### src/rtl/divider_unit_if.sv
// Request/response bundle shared by the divider and multiplier units of the MDU.
// Optional feature macro: DIVIDER_DIVZERO_FAST_EN adds the div_zero flag.
interface divider_unit_if #(
  parameter int parallelism = 32
);
  logic                   valid;
  logic                   usigned;
  logic [parallelism-1:0] dividend;
  logic [parallelism-1:0] divisor;
  logic [parallelism-1:0] quotient;
  logic [parallelism-1:0] remainder;
  logic                   res_ready;
`ifdef DIVIDER_DIVZERO_FAST_EN
  logic                   div_zero;

  modport master (
    output valid, usigned, dividend, divisor,
    input  quotient, remainder, res_ready, div_zero
  );
  modport slave (
    input  valid, usigned, dividend, divisor,
    output quotient, remainder, res_ready, div_zero
  );
`else
  modport master (
    output valid, usigned, dividend, divisor,
    input  quotient, remainder, res_ready
  );
  modport slave (
    input  valid, usigned, dividend, divisor,
    output quotient, remainder, res_ready
  );
`endif
endinterface

### src/rtl/divider_unit.sv
// Sequential radix-2 restoring divider, one quotient bit per cycle.
// Signed mode divides magnitudes and fixes signs at the end (remainder follows
// the dividend). Optional feature macro: DIVIDER_DIVZERO_FAST_EN short-cuts a
// zero divisor straight to the result and raises div_zero.
module divider_unit #(
  parameter int parallelism = 32
) (
  input logic           clk,
  input logic           rst_n,
  divider_unit_if.slave bus
);
  localparam int N  = parallelism;
  localparam int CW = $clog2(N);

  typedef enum logic [2:0] {IDLE, LOAD, ITER, FIXSIGN, DONE} state_t;

  state_t         state_q, state_d;
  logic [N-1:0]   quo_q, quo_d;         // dividend, then quotient bits
  logic [N-1:0]   dvs_q, dvs_d;         // divisor, then its magnitude
  logic [N:0]     rem_q, rem_d;         // partial remainder
  logic [CW-1:0]  cnt_q, cnt_d;
  logic           usigned_q, usigned_d;
  logic           sgn_quo_q, sgn_quo_d;
  logic           sgn_rem_q, sgn_rem_d;
  logic [N-1:0]   quotient_q, quotient_d;
  logic [N-1:0]   remainder_q, remainder_d;
`ifdef DIVIDER_DIVZERO_FAST_EN
  logic           div_zero_q, div_zero_d;
`endif

  logic [N:0]     rem_sh;
  logic [N+1:0]   trial;
  logic           tc;
  logic           dvs_zero;

  // Shifted remainder takes the next dividend bit; trial sign bit decides restore.
  assign rem_sh   = {rem_q[N-1:0], quo_q[N-1]};
  assign trial    = {1'b0, rem_sh} - {2'b00, dvs_q};
  assign tc       = (cnt_q == CW'(N - 1));
  assign dvs_zero = (dvs_q == '0);

  // State register.
  always_ff @(posedge clk or negedge rst_n) begin
    // NOTE: sequential state uses non-blocking assignments so every flop samples pre-edge values.
    if (!rst_n) state_q <= IDLE;
    else        state_q <= state_d;
  end

  // Next-state logic.
  always_comb begin
    state_d = state_q;
    unique case (state_q)
      IDLE:    if (bus.valid) state_d = LOAD;
      LOAD: begin
`ifdef DIVIDER_DIVZERO_FAST_EN
        state_d = dvs_zero ? FIXSIGN : ITER;
`else
        state_d = ITER;
`endif
      end
      ITER:    if (tc) state_d = FIXSIGN;
      FIXSIGN: state_d = DONE;
      DONE:    state_d = bus.valid ? LOAD : IDLE;
      default: state_d = IDLE;
    endcase
  end

  // Output decode: the result pulse is exactly the DONE cycle.
  always_comb begin
    bus.res_ready = (state_q == DONE);
  end

  assign bus.quotient  = quotient_q;
  assign bus.remainder = remainder_q;
`ifdef DIVIDER_DIVZERO_FAST_EN
  assign bus.div_zero  = div_zero_q;
`endif

  // Datapath next-state: operand capture, magnitude, iteration and sign fix.
  always_comb begin
    // NOTE: every target gets a hold default first, so no path leaves a latch.
    quo_d       = quo_q;
    dvs_d       = dvs_q;
    rem_d       = rem_q;
    cnt_d       = cnt_q;
    usigned_d   = usigned_q;
    sgn_quo_d   = sgn_quo_q;
    sgn_rem_d   = sgn_rem_q;
    quotient_d  = quotient_q;
    remainder_d = remainder_q;
`ifdef DIVIDER_DIVZERO_FAST_EN
    div_zero_d  = div_zero_q;
`endif
    unique case (state_q)
      IDLE, DONE: begin
        if (bus.valid) begin
          quo_d     = bus.dividend;
          dvs_d     = bus.divisor;
          usigned_d = bus.usigned;
        end
      end
      LOAD: begin
        rem_d     = '0;
        cnt_d     = '0;
        sgn_quo_d = !usigned_q && (quo_q[N-1] ^ dvs_q[N-1]);
        sgn_rem_d = !usigned_q && quo_q[N-1];
        if (!usigned_q && quo_q[N-1]) quo_d = -quo_q;
        if (!usigned_q && dvs_q[N-1]) dvs_d = -dvs_q;
`ifdef DIVIDER_DIVZERO_FAST_EN
        // Zero divisor: preload the fixed result and bypass the iterations.
        if (dvs_zero) begin
          quo_d     = '1;
          rem_d     = {1'b0, quo_q};
          sgn_quo_d = 1'b0;
          sgn_rem_d = 1'b0;
        end
`endif
      end
      ITER: begin
        cnt_d = cnt_q + CW'(1);
        if (!trial[N+1]) begin
          rem_d = trial[N:0];
          quo_d = {quo_q[N-2:0], 1'b1};
        end else begin
          rem_d = rem_sh;
          quo_d = {quo_q[N-2:0], 1'b0};
        end
      end
      FIXSIGN: begin
        quotient_d  = sgn_quo_q ? -quo_q : quo_q;
        remainder_d = sgn_rem_q ? -rem_q[N-1:0] : rem_q[N-1:0];
`ifdef DIVIDER_DIVZERO_FAST_EN
        div_zero_d  = dvs_zero;
`endif
      end
      default: ;
    endcase
  end

  // Datapath registers; reset clears results and discards any in-flight work.
  always_ff @(posedge clk or negedge rst_n) begin
    if (!rst_n) begin
      quo_q       <= '0;
      dvs_q       <= '0;
      rem_q       <= '0;
      cnt_q       <= '0;
      usigned_q   <= 1'b0;
      sgn_quo_q   <= 1'b0;
      sgn_rem_q   <= 1'b0;
      quotient_q  <= '0;
      remainder_q <= '0;
`ifdef DIVIDER_DIVZERO_FAST_EN
      div_zero_q  <= 1'b0;
`endif
    end else begin
      quo_q       <= quo_d;
      dvs_q       <= dvs_d;
      rem_q       <= rem_d;
      cnt_q       <= cnt_d;
      usigned_q   <= usigned_d;
      sgn_quo_q   <= sgn_quo_d;
      sgn_rem_q   <= sgn_rem_d;
      quotient_q  <= quotient_d;
      remainder_q <= remainder_d;
`ifdef DIVIDER_DIVZERO_FAST_EN
      div_zero_q  <= div_zero_d;
`endif
    end
  end
endmodule

### src/flat_wrapper.sv
// flat-port wrapper written by rule: the top's interface ports become plain ports
module divider_unit_flat 
#(
  parameter int parallelism = 32
)
  (clk, rst_n, bus_valid, bus_usigned, bus_dividend, bus_divisor, bus_quotient, bus_remainder, bus_res_ready);
  divider_unit_if #(.parallelism(parallelism)) bus_i ();
  input logic clk;
  input logic rst_n;
  input wire logic [$bits(bus_i.valid)-1:0] bus_valid;
  input wire logic [$bits(bus_i.usigned)-1:0] bus_usigned;
  input wire logic [$bits(bus_i.dividend)-1:0] bus_dividend;
  input wire logic [$bits(bus_i.divisor)-1:0] bus_divisor;
  output wire logic [$bits(bus_i.quotient)-1:0] bus_quotient;
  output wire logic [$bits(bus_i.remainder)-1:0] bus_remainder;
  output wire logic [$bits(bus_i.res_ready)-1:0] bus_res_ready;
  assign bus_i.valid = bus_valid;
  assign bus_i.usigned = bus_usigned;
  assign bus_i.dividend = bus_dividend;
  assign bus_i.divisor = bus_divisor;
  assign bus_quotient = bus_i.quotient;
  assign bus_remainder = bus_i.remainder;
  assign bus_res_ready = bus_i.res_ready;
  divider_unit #(.parallelism(parallelism)) u_core (.clk(clk), .rst_n(rst_n), .bus(bus_i));
endmodule
### config.mk
export PLATFORM = sky130hd
export DESIGN_NAME = divider_unit_flat
export DESIGN_NICKNAME = d
export VERILOG_FILES = /design/src/rtl/divider_unit_if.sv /design/src/rtl/divider_unit.sv /design/src/flat_wrapper.sv
export SDC_FILE = /design/constraint.sdc
export NUM_CORES = 1
export LEC_CHECK = 0
export ABC_AREA = 1
export CAP_MARGIN = 20
export CORE_MARGIN = 10
export CORE_UTILIZATION = 35
export DETAILED_ROUTE_END_ITERATION = 12
export SYNTH_ARGS = -nofsm -noshare
export SYNTH_HDL_FRONTEND = slang
export SYNTH_SLANG_ARGS = --single-unit
### constraint.sdc
create_clock -name clk -period 5.82 [get_ports clk]
set_input_delay 1.455 -clock clk [delete_from_list [all_inputs] [get_ports clk]]
set_output_delay 1.455 -clock clk [all_outputs]
set_load 0.01 [all_outputs]
==> impl_results.md, run 1 <==
* Status: finished, final reports clean
* Number of synthesized flops with an enable pin at 0
* Die width at 213 µm
* XOR/XNOR share of the synthesized area at 3.85%
* Avg Inst Size Synth at ~6.4 µm²
* Post-DR vias/cell at just over 5
* Crit. End Element: flop
* Synth Instances at 2017
* Hold violation count in the final report at 0
* RSZ-0062 raised after global routing: false
* Worst hold path type: flop to flop
* Post-route ant nets at 0
* Postcts setup bufs at 0
* Count of cell types in the netlist at 48
* Initial antenna violation count at 0
* Row cnt at 70
* Worst-path clk slew at 0.08 ns
* GP Congestion at 0.938
* Critical Path AT at around 3.6 ns
* Largest net degree at the start of global routing at 91
* Slew headroom at 38.0%
* Fill cells at 3928
* Clk_skew at 0.0171 ns
* Die height at ~210 µm
* Die Area at between 40000 and 50000 µm²
* H-tree depth at 4
* Layout cells sized above 1 at 3.86%
* First-pass GRT wire length at 72300 µm
* Commonest cells in the netlist: nand2_1, inv_1, nor2_1, dfrtp_1, nand3_1
* Critical Path RT at roughly 6.2 ns
* Initial drt markers at 1134
* Synth Register Bits at 171
* Least-Margin Pin Slew at 0.930 ns
* Cts bufs inserted at 17
* Main combinational cell family by area after synthesis: simple AND/OR/NAND/NOR gates
* Hold_ws at 0.479 ns
* Crit-path max cell delay at 0.60 ns
* Worst path cell trace: inv_1 > nand3_2 > a21oi_1 > nor2_1 > nand2_2 > inv_2 > o21ai_0 > inv_1
* Family with the most delay on the worst path: simple AND/OR/NAND/NOR gates
* Starting Density at a little over a third
* Worst VDD drop at around 0.00037 V
* Syn nets at 2123
* DRT Wirelength at 45700 µm
* Cts repair resizes at 0
* DRC at 0
* Dpl hpwl at 35200 µm
* Vias in the first global route at 12700
* CP startpoint kind: flop
* Core ar. at 36600 µm²
* Synth Area in Compound Gates at 12.3%
* Pre-CTS setup slack at ~1.8 ns
* Slew Limit Fails at 0
* Cell area power density at ~530 nW/µm²
* Top post-synthesis cells by area: dfrtp_1, nand2_1, inv_1, nor2_1, nand3_1
* Simple-gate share of the synthesized area at between 30% and 40%
* Top-area cell type share of the netlist area at 33.0%
* CP Buf/Inv Count at 3
* Worst skew pair latency at 0.45 ns
* Seq/Total Area, Yosys at approximately 33%
* I/O Buffers at 132
* Ports at between 100 and 150
* Maxcap violations at 0
* Gr ovfl total at 0
* Final net count at 2219
* Critical path fanouts, max at 37
* Commonest register cell after synthesis: dfrtp_1
* Mux contribution to synthesized area at 0%
* Total Power at between 8 and 9 mW
* Average routed wire per standard cell at about 18 µm
* Clock root cell: clkbuf_16
* CTS tree: done
* Ys async rst share at 100%
* Lkg Pwr at between 7 and 8 nW
* Synth Cell Area at around 13000 µm²
* Critical-path top delay cell: nand2_2
* FMAX at 304 MHz
* Via Count at between 10000 and 15000
* Area growth, synth to finish at 17.8%
* Cell taking the most area after synthesis: dfrtp_1
* Drt pass-1 iters at 5
* Final setup margin at 2.53 ns
* GRT Util Overall at about a fifth
* Synth Warn # at 0
* Setup TNS at 0 ns
* Setup-failing EPs final at 0
* Post-CTS Hold Buffers at 0
* Min cycle time layout at around 3.3 ns
* Post-synthesis adder-cell area fraction at 3.72%
* Final critical-path share of the clock period at 56.5%
* Most frequent cell after synthesis: nand2_1
* Antenna cells at 0
* WS Path Type: flop to flop
* Max clock buf depth at 2
* Final Util at 41.7%
* Clock sink count at 171
* CP dominant cell by count: inv_1
==> routing by layer <==
layer,track usage [%],wire (µm),vias to the layer above
met5,0,0,-
met3,3.18,2480,37
met4,5.34,825,0
met1,28.1,21700,6314
met2,32.3,20700,363
li1,-,-,6684
==> state kept, by name, summed over array words and instances, names as in the netlist <==
register              count
u_core.bus.quotient      32
u_core.bus.remainder     32
u_core.cnt_q              5
u_core.dvs_q             32
u_core.quo_q             32
u_core.rem_q             32
u_core.sgn_quo_q          1
u_core.sgn_rem_q          1
u_core.state_q            3
u_core.usigned_q          1
==> through the flow <==
step	instance area, µm²	instances
floorplan	13000	2017
global placement	14700	2561
detailed placement	14700	2561
CTS	15300	2593
global route	15300	2594
finish	15300	2594
==> logic make-up after synthesis <==
logic type,after synthesis
AOI/OAI and AO/OA,278
buffers and inverters,347
xor gates and xnor gates,57
and+or+nand+nor,1126
adders and majority gates,38
DFF,171
==> placed cells by master, fill, tap and decap left out, types with 9 or more instances in the layout <==
cell	Yosys	routed
ha_1	37	37
clkbuf_16	0	17
o21ai_0	106	106
dfrtp_1	171	171
nand2_1	634	634
nand3_1	159	159
a221oi_1	22	22
nand4_1	56	56
or2_2	10	10
nor3_1	17	17
xor2_1	38	38
a21oi_1	94	94
inv_1	272	272
o211ai_1	12	12
clkdlybuf4s50_1	0	131
nor2_1	215	215
o22ai_1	9	9
buf_4	2	11
xnor2_1	19	19
==> cell type report <==
class                   instances  area [µm²]  area share [%]
repair buffers                143        1410            9.19
flip-flops and latches        171        4280            28.0
multi-input cells            1499        7350            48.1
clock buffers                  18         429            2.81
well taps                     468         586            3.83
clock inverters                14         184            1.20
inverters                     281        1050            6.90
==> final timing paths <==
path / endpoint / start / depth (start not counted) / slack, ns
worst min register to register: u_core.bus.remainder[28] / u_core.bus.remainder[28] / 2 / 0.48
worst min-delay path: u_core.bus.remainder[28] / u_core.bus.remainder[28] / 2 / 0.48
worst max register to register: u_core.quo_q[5] / u_core.state_q[1] / 8 / 2.53
worst max-delay path: u_core.quo_q[5] / u_core.state_q[1] / 8 / 2.53
max in group asynchronous: u_core.cnt_q[1] / rst_n / 2 / 3.58
min in group asynchronous: u_core.rem_q[2] / rst_n / 1 / 1.09
==> worst register-to-register path, stage by stage, from the launching register on <==
cell and delay, ns:
dfrtp_1 0.40, inv_1 0.14, nand3_2 0.56, a21oi_1 0.58, nor2_1 0.10, nand2_2 0.60, inv_2 0.47, o21ai_0 0.28
inv_1 0.07
==> power breakdown <==
group,leakage [nW],internal [mW],switching [mW]
sequential,2.13,1.67,0.483
combinational,5.22,1.62,3.06
clock,0.292,0.687,0.540
total,7.64,3.98,4.08
(Power assumes the default switching activity.)
==> inputs of run 2 (changes only) <==
==> constraint.sdc (replaced) <==
create_clock -name clk -period 3.4 [get_ports clk]
set_input_delay 0.85 -clock clk [delete_from_list [all_inputs] [get_ports clk]]
set_output_delay 0.85 -clock clk [all_outputs]
set_load 0.01 [all_outputs]
==> impl_results.md, run 2 (synthesized netlist as in run 1, its figures left out) <==
* I/O Buffers at 132 (unchanged)
* Via Count at 13500 (+0.45%)
* First-pass GRT wire length at 74200 µm (+2.6%)
* DRT Wirelength at 47400 µm (+3.7%)
* Critical Path AT at 3.10 ns (-0.53 ns)
* Worst skew pair latency at 0.48 ns (+0.03 ns)
* Least-Margin Pin Slew at 0.833 ns (-0.0973 ns)
* Critical Path RT at 3.75 ns (-2.41 ns)
* DRC at 0 (unchanged)
* Min cycle time layout at 2.74 ns (-0.545 ns)
* Critical path fanouts, max at 33 (-11%)
* WS Path Type: flop to flop
* Worst VDD drop at 0.000550 V (+51%)
* Die height at 213 µm (unchanged)
* CTS tree: done
* Status: finished, final reports clean
* CP startpoint kind: flop
* Worst hold path type: input port to async pin
* Initial drt markers at 1091 (-3.8%)
* Clock root cell: clkbuf_16
* Setup TNS at 0 ns (unchanged)
* Hold violation count in the final report at 0 (unchanged)
* Starting Density at 35.4% (unchanged)
* Slew headroom at 44.5% (+6.5 points)
* Maxcap violations at 0 (unchanged)
* Final critical-path share of the clock period at 80.7% (+24 points)
* H-tree depth at 4 (unchanged)
* Slew Limit Fails at 0 (unchanged)
* Post-CTS Hold Buffers at 0 (unchanged)
* Crit. End Element: flop
* Die width at 213 µm (unchanged)
* Post-route ant nets at 0 (unchanged)
* Post-DR vias/cell at 5.16 (-0.13%)
* Ports at 133 (unchanged)
* Setup-failing EPs final at 0 (unchanged)
* RSZ-0062 raised after global routing: false
* Lkg Pwr at 7.72 nW (+1.0%)
* Worst-path clk slew at 0.09 ns (about the same)
* Core ar. at 36600 µm² (unchanged)
* Max clock buf depth at 2 (unchanged)
* Cts bufs inserted at 17 (unchanged)
* Largest net degree at the start of global routing at 68 (-25%)
* GRT Util Overall at 20.9% (+0.56 points)
* Most common cell after layout, fill and taps aside: nand2_1
* Average routed wire per standard cell at 18.2 µm (+3.2%)
* FMAX at 364 MHz (+20%)
* Drt pass-1 iters at 5 (unchanged)
* Gr ovfl total at 0 (unchanged)
* Clk_skew at 0.0281 ns (+0.0110 ns)
* Most frequent cells in the layout: nand2_1, inv_1, nor2_1
* Initial antenna violation count at 0 (unchanged)
* Die Area at 45200 µm² (unchanged)
* Final net count at 2234 (+0.68%)
* GP Congestion at 0.953 (+1.7%)
* Cell area power density at 907 nW/µm² (+72%)
* Area growth, synth to finish at 19.0%
* Dpl hpwl at 36800 µm (+4.5%)
* Postcts setup bufs at 0 (unchanged)
* Cts repair resizes at 0 (unchanged)
* Layout cells sized above 1 at 4.53% (+0.67 points)
* Row cnt at 70 (unchanged)
* Vias in the first global route at 12700 (-0.17%)
* Total Power at 14.0 mW (+74%)
* Clock sink count at 171 (unchanged)
* Antenna cells at 0 (unchanged)
[run 2: changes by cell type in the layout (fill, tap and decap cells not counted), moves of 2 or more]
| cell | delta |
|---|---|
| clkbuf_8 | +2 |
| buf_12 | +3 |
| buf_4 | +12 |
| clkinvlp_4 | +2 |
| inv_8 | -2 |
| inv_6 | -2 |
[run 2: final timing paths]
kind | start | endpoint | slack (ns) | depth (start not counted)
setup / recovery | u_core.dvs_q[3] | u_core.rem_q[28] | 0.66 | 16
hold / removal | rst_n | u_core.dvs_q[12] | 0.32 | 1
setup reg to reg | u_core.dvs_q[3] | u_core.rem_q[28] | 0.66 | 16
hold reg to reg | u_core.bus.remainder[30] | u_core.bus.remainder[30] | 0.48 | 2
max in group asynchronous | rst_n | u_core.quo_q[27] | 2.19 | 2
min in group clk | u_core.bus.remainder[30] | u_core.bus.remainder[30] | 0.48 | 2
[run 2: cell type report]
class | count | area [µm²]
clock inverters | 12 | 163
inverters | 281 | 1050
fillers | 3957 | 21200
flip-flops and latches | 171 | 4280
clock buffers | 20 | 457
repair buffers | 158 | 1560
well taps | 468 | 586
multi-input cells | 1499 | 7350
[run 2: through the flow]
stage | hold slack (ns) | instances | setup slack, ns | cell area, µm² | util [%]
global route | 0.359 | 2609 | 0.415 | 15400 | 42.2
finish | 0.323 | 2609 | 0.656 | 15400 | 42.2
detailed placement | 0.468 | 2577 | 0.656 | 14800 | 40.5
global placement | 0.463 | 2577 | 0.673 | 14800 | 40.5
floorplan | 0.449 | 2017 | 1.37 | 13000 | -
CTS | 0.342 | 2609 | 0.649 | 15400 | 42.2
[run 2: critical path: stages (launching register included)]
cell     delay (ns)
dfrtp_1        0.38
inv_1          0.29
ha_1           0.34
nand2_1        0.18
inv_1          0.06
nand2_1        0.08
nand2_1        0.05
nand2_1        0.08
nand2_1        0.07
nand2_1        0.06
nand2_1        0.06
nand2_2        0.08
nand3_4        0.35
nand2_2        0.35
nand2_1        0.09
nand2_1        0.06
nand2_1        0.04
[run 2: per-layer routing]
metal	vias up	GRT usage, %	wire (µm)
li1	6736	-	-
met1	6250	29.4	22300
met2	425	32.8	21300
met3	47	2.80	2910
met4	0	5.96	917
met5	-	0	0
[run 2: power by group]
group | total [mW] | internal, mW | switching, mW
Combinational | 8.17 | 2.86 | 5.31
Clock | 2.16 | 1.20 | 0.954
Sequential | 3.67 | 2.87 | 0.808
Total | 14.0 | 6.93 | 7.08
==> inputs of run 3 (changes only) <==
==> constraint.sdc (replaced) <==
create_clock -name clk -period 2.5 [get_ports clk]
set_input_delay 0.625 -clock clk [delete_from_list [all_inputs] [get_ports clk]]
set_output_delay 0.625 -clock clk [all_outputs]
set_load 0.01 [all_outputs]
==> impl_results.md, run 3 (synthesized netlist as in run 1, its figures left out) <==
* Crit. End Element: primary output
* Average routed wire per standard cell at 17.7 µm (-2.3%)
* Initial antenna violation count at 0 (unchanged)
* Worst-path clk slew at 0.08 ns (about the same)
* Pre-CTS setup slack at 0.155 ns (-0.502 ns)
* Cts bufs inserted at 17 (unchanged)
* Least-Margin Pin Slew at 0.860 ns (+0.0276 ns)
* FMAX at 418 MHz
* DRT Wirelength at 47300 µm (-0.30%)
* Largest net degree at the start of global routing at 49 (-28%)
* Clock root cell: clkbuf_16
* Via Count at 13700 (+1.9%)
* Post-DR vias/cell at 5.15 (-0.21%)
* Row cnt at 70 (unchanged)
* Slew headroom at 42.6% (-1.9 points)
* Flop pwr share at 25.6% (-0.6 points)
* Global routing met1 resource utilization at 29.4% (+0.058 points)
* Final setup margin at 0.108 ns (-0.548 ns)
* P_sw at 9.73 mW (+37%)
* Post-route ant nets at 0 (unchanged)
* Critical Path AT at 1.77 ns (-1.33 ns)
* Slew Limit Fails at 0 (unchanged)
* Clock sink count at 171 (unchanged)
* Gr ovfl total at 0 (unchanged)
* Global Route met2 Usage at 32.5% (-0.27 points)
* Lkg Pwr at 8.00 nW (+3.6%)
* Vias in the first global route at 13300 (+4.4%)
* Status: finished, final reports clean
* GP Congestion at 0.980 (+2.8%)
* RSZ-0062 raised after global routing: false
* CTS tree: done
* Die Area at 45200 µm² (unchanged)
* I/O Buffers at 132 (unchanged)
* Initial drt markers at 1144 (+4.9%)
* Logic pwr share at 60.7% (+2.3 points)
* Final Util at 43.4% (+1.3 points)
* Worst hold path type: input port to async pin
* Most frequent cells in the layout: nand2_1, inv_1, nor2_1
* Setup-failing EPs final at 0 (unchanged)
* WS Path Type: flop to primary output
* Design area at 15900 µm² (+3.0%)
* Final std cells w/o fill at 2663 (+2.1%)
* Fill cells at 3899 (-1.5%)
* Drt pass-1 iters at 6 (+1)
* Die width at 213 µm (unchanged)
* Critical Path RT at 1.88 ns (-1.87 ns)
* Die height at 213 µm (unchanged)
* CP dominant cell by count: nor2_1
* Max clock buf depth at 2 (unchanged)
* Hold_ws at 0.147 ns (-0.176 ns)
* Multi-input gate area at 7390 µm² (+0.54%)
* Most common cell after layout, fill and taps aside: nand2_1
* H-tree depth at 4 (unchanged)
* Setup TNS at 0 ns (unchanged)
* Clock share of power at 13.7% (-1.7 points)
* Worst VDD drop at 0.000648 V (+18%)
* Ports at 133 (unchanged)
* DP Area at 15300 µm² (+3.2%)
* Net Sw Frac at 50.4% (-0.17 points)
* Final critical-path share of the clock period at between 90% and 100%
* Antenna cells at 0 (unchanged)
* Area growth, synth to finish at 22.6%
* Dpl hpwl at 37200 µm (+1.1%)
* Layout cells sized above 1 at 7.52% (+3.0 points)
* Crit-path max cell delay at 0.55 ns (+0.17 ns)
* Post-CTS Hold Buffers at 0 (unchanged)
* Cell area power density at 1210 nW/µm² (+34%)
* Postcts setup bufs at 0 (unchanged)
* Worst skew pair latency at 0.46 ns (-0.02 ns)
* GRT Util Overall at 21.1% (+0.20 points)
* Critical path fanouts, max at 4 (-88%)
* Hold violation count in the final report at 0 (unchanged)
* Reg area at 4280 µm² (about the same)
* Final net count at 2289 (+2.5%)
* Power Internal at 9.59 mW (+38%)
* M3 GR Usage at 3.62% (+0.82 points)
* First-pass GRT wire length at 75200 µm (+1.4%)
* Worst path cell trace: nor2_1 > inv_1 > nor2_1 > clkdlybuf4s50_1
* Starting Density at 35.4% (unchanged)
* Inst Count DP at 2632 (+2.1%)
* Core ar. at 36600 µm² (unchanged)
* DRC at 0 (unchanged)
* Critical-path top delay cell: clkdlybuf4s50_1
* GR peak layer: met2
* Maxcap violations at 0 (unchanged)
* Min cycle time layout at 2.39 ns
* CP startpoint kind: flop
* Clk_skew at 0.0159 ns (-0.0122 ns)
* Total Power at 19.3 mW (+38%)
## run 3: routing by layer
metal | vias up | share of wire, %
li1 | 6845 | -
met1 | 6377 | 47
met2 | 438 | 44
met3 | 48 | 6.7
met4 | 0 | 2.5
met5 | - | 0
## run 3: cell type report
class | count | area share (%)
Clock inverter | 12 | 0.724
Timing Repair Buffer | 213 | 12.8
Sequential cell | 171 | 26.9
Clock buffer | 19 | 2.85
Tap cell | 468 | 3.68
Multi-Input combinational cell | 1499 | 46.4
Inverter | 281 | 6.63
## run 3: path summary, 6_finish.rpt
check	end	cells past startpoint	start	slack [ns]
setup / recovery	bus_res_ready	4	u_core.state_q[0]	0.11
hold / removal	u_core.dvs_q[26]	1	rst_n	0.15
setup reg to reg	u_core.rem_q[19]	12	u_core.dvs_q[28]	0.18
hold reg to reg	u_core.bus.remainder[30]	2	u_core.bus.remainder[30]	0.48
max in group asynchronous	u_core.quo_q[10]	2	rst_n	1.63
min in group clk	u_core.bus.remainder[30]	2	u_core.bus.remainder[30]	0.48
## run 3: repair_timing
| item | 4_1_cts | 5_1_grt |
|---|---|---|
| setup endpoints to repair | 0 | 28 |
| endpoints found under the hold margin | 0 | 0 |
| gates resized for setup | 0 | 14 |
## run 3: power by group through the flow
stage	clock network [mW]	logic (mW)	registers (mW)
2_1_floorplan	0	7.27	4.89
3_3_place_gp	0	11.6	4.94
3_5_place_dp	0	11.6	4.97
4_1_cts	2.69	11.7	4.92
5_1_grt	2.78	13.1	5.08
6_report	2.64	11.7	4.94
## run 3: critical path, delay by kind of cell (launching register included)
kind,cells,cell delay [ns]
buffers and inverters,2,0.64
and+or+nand+nor,2,0.25
DFF,1,0.42
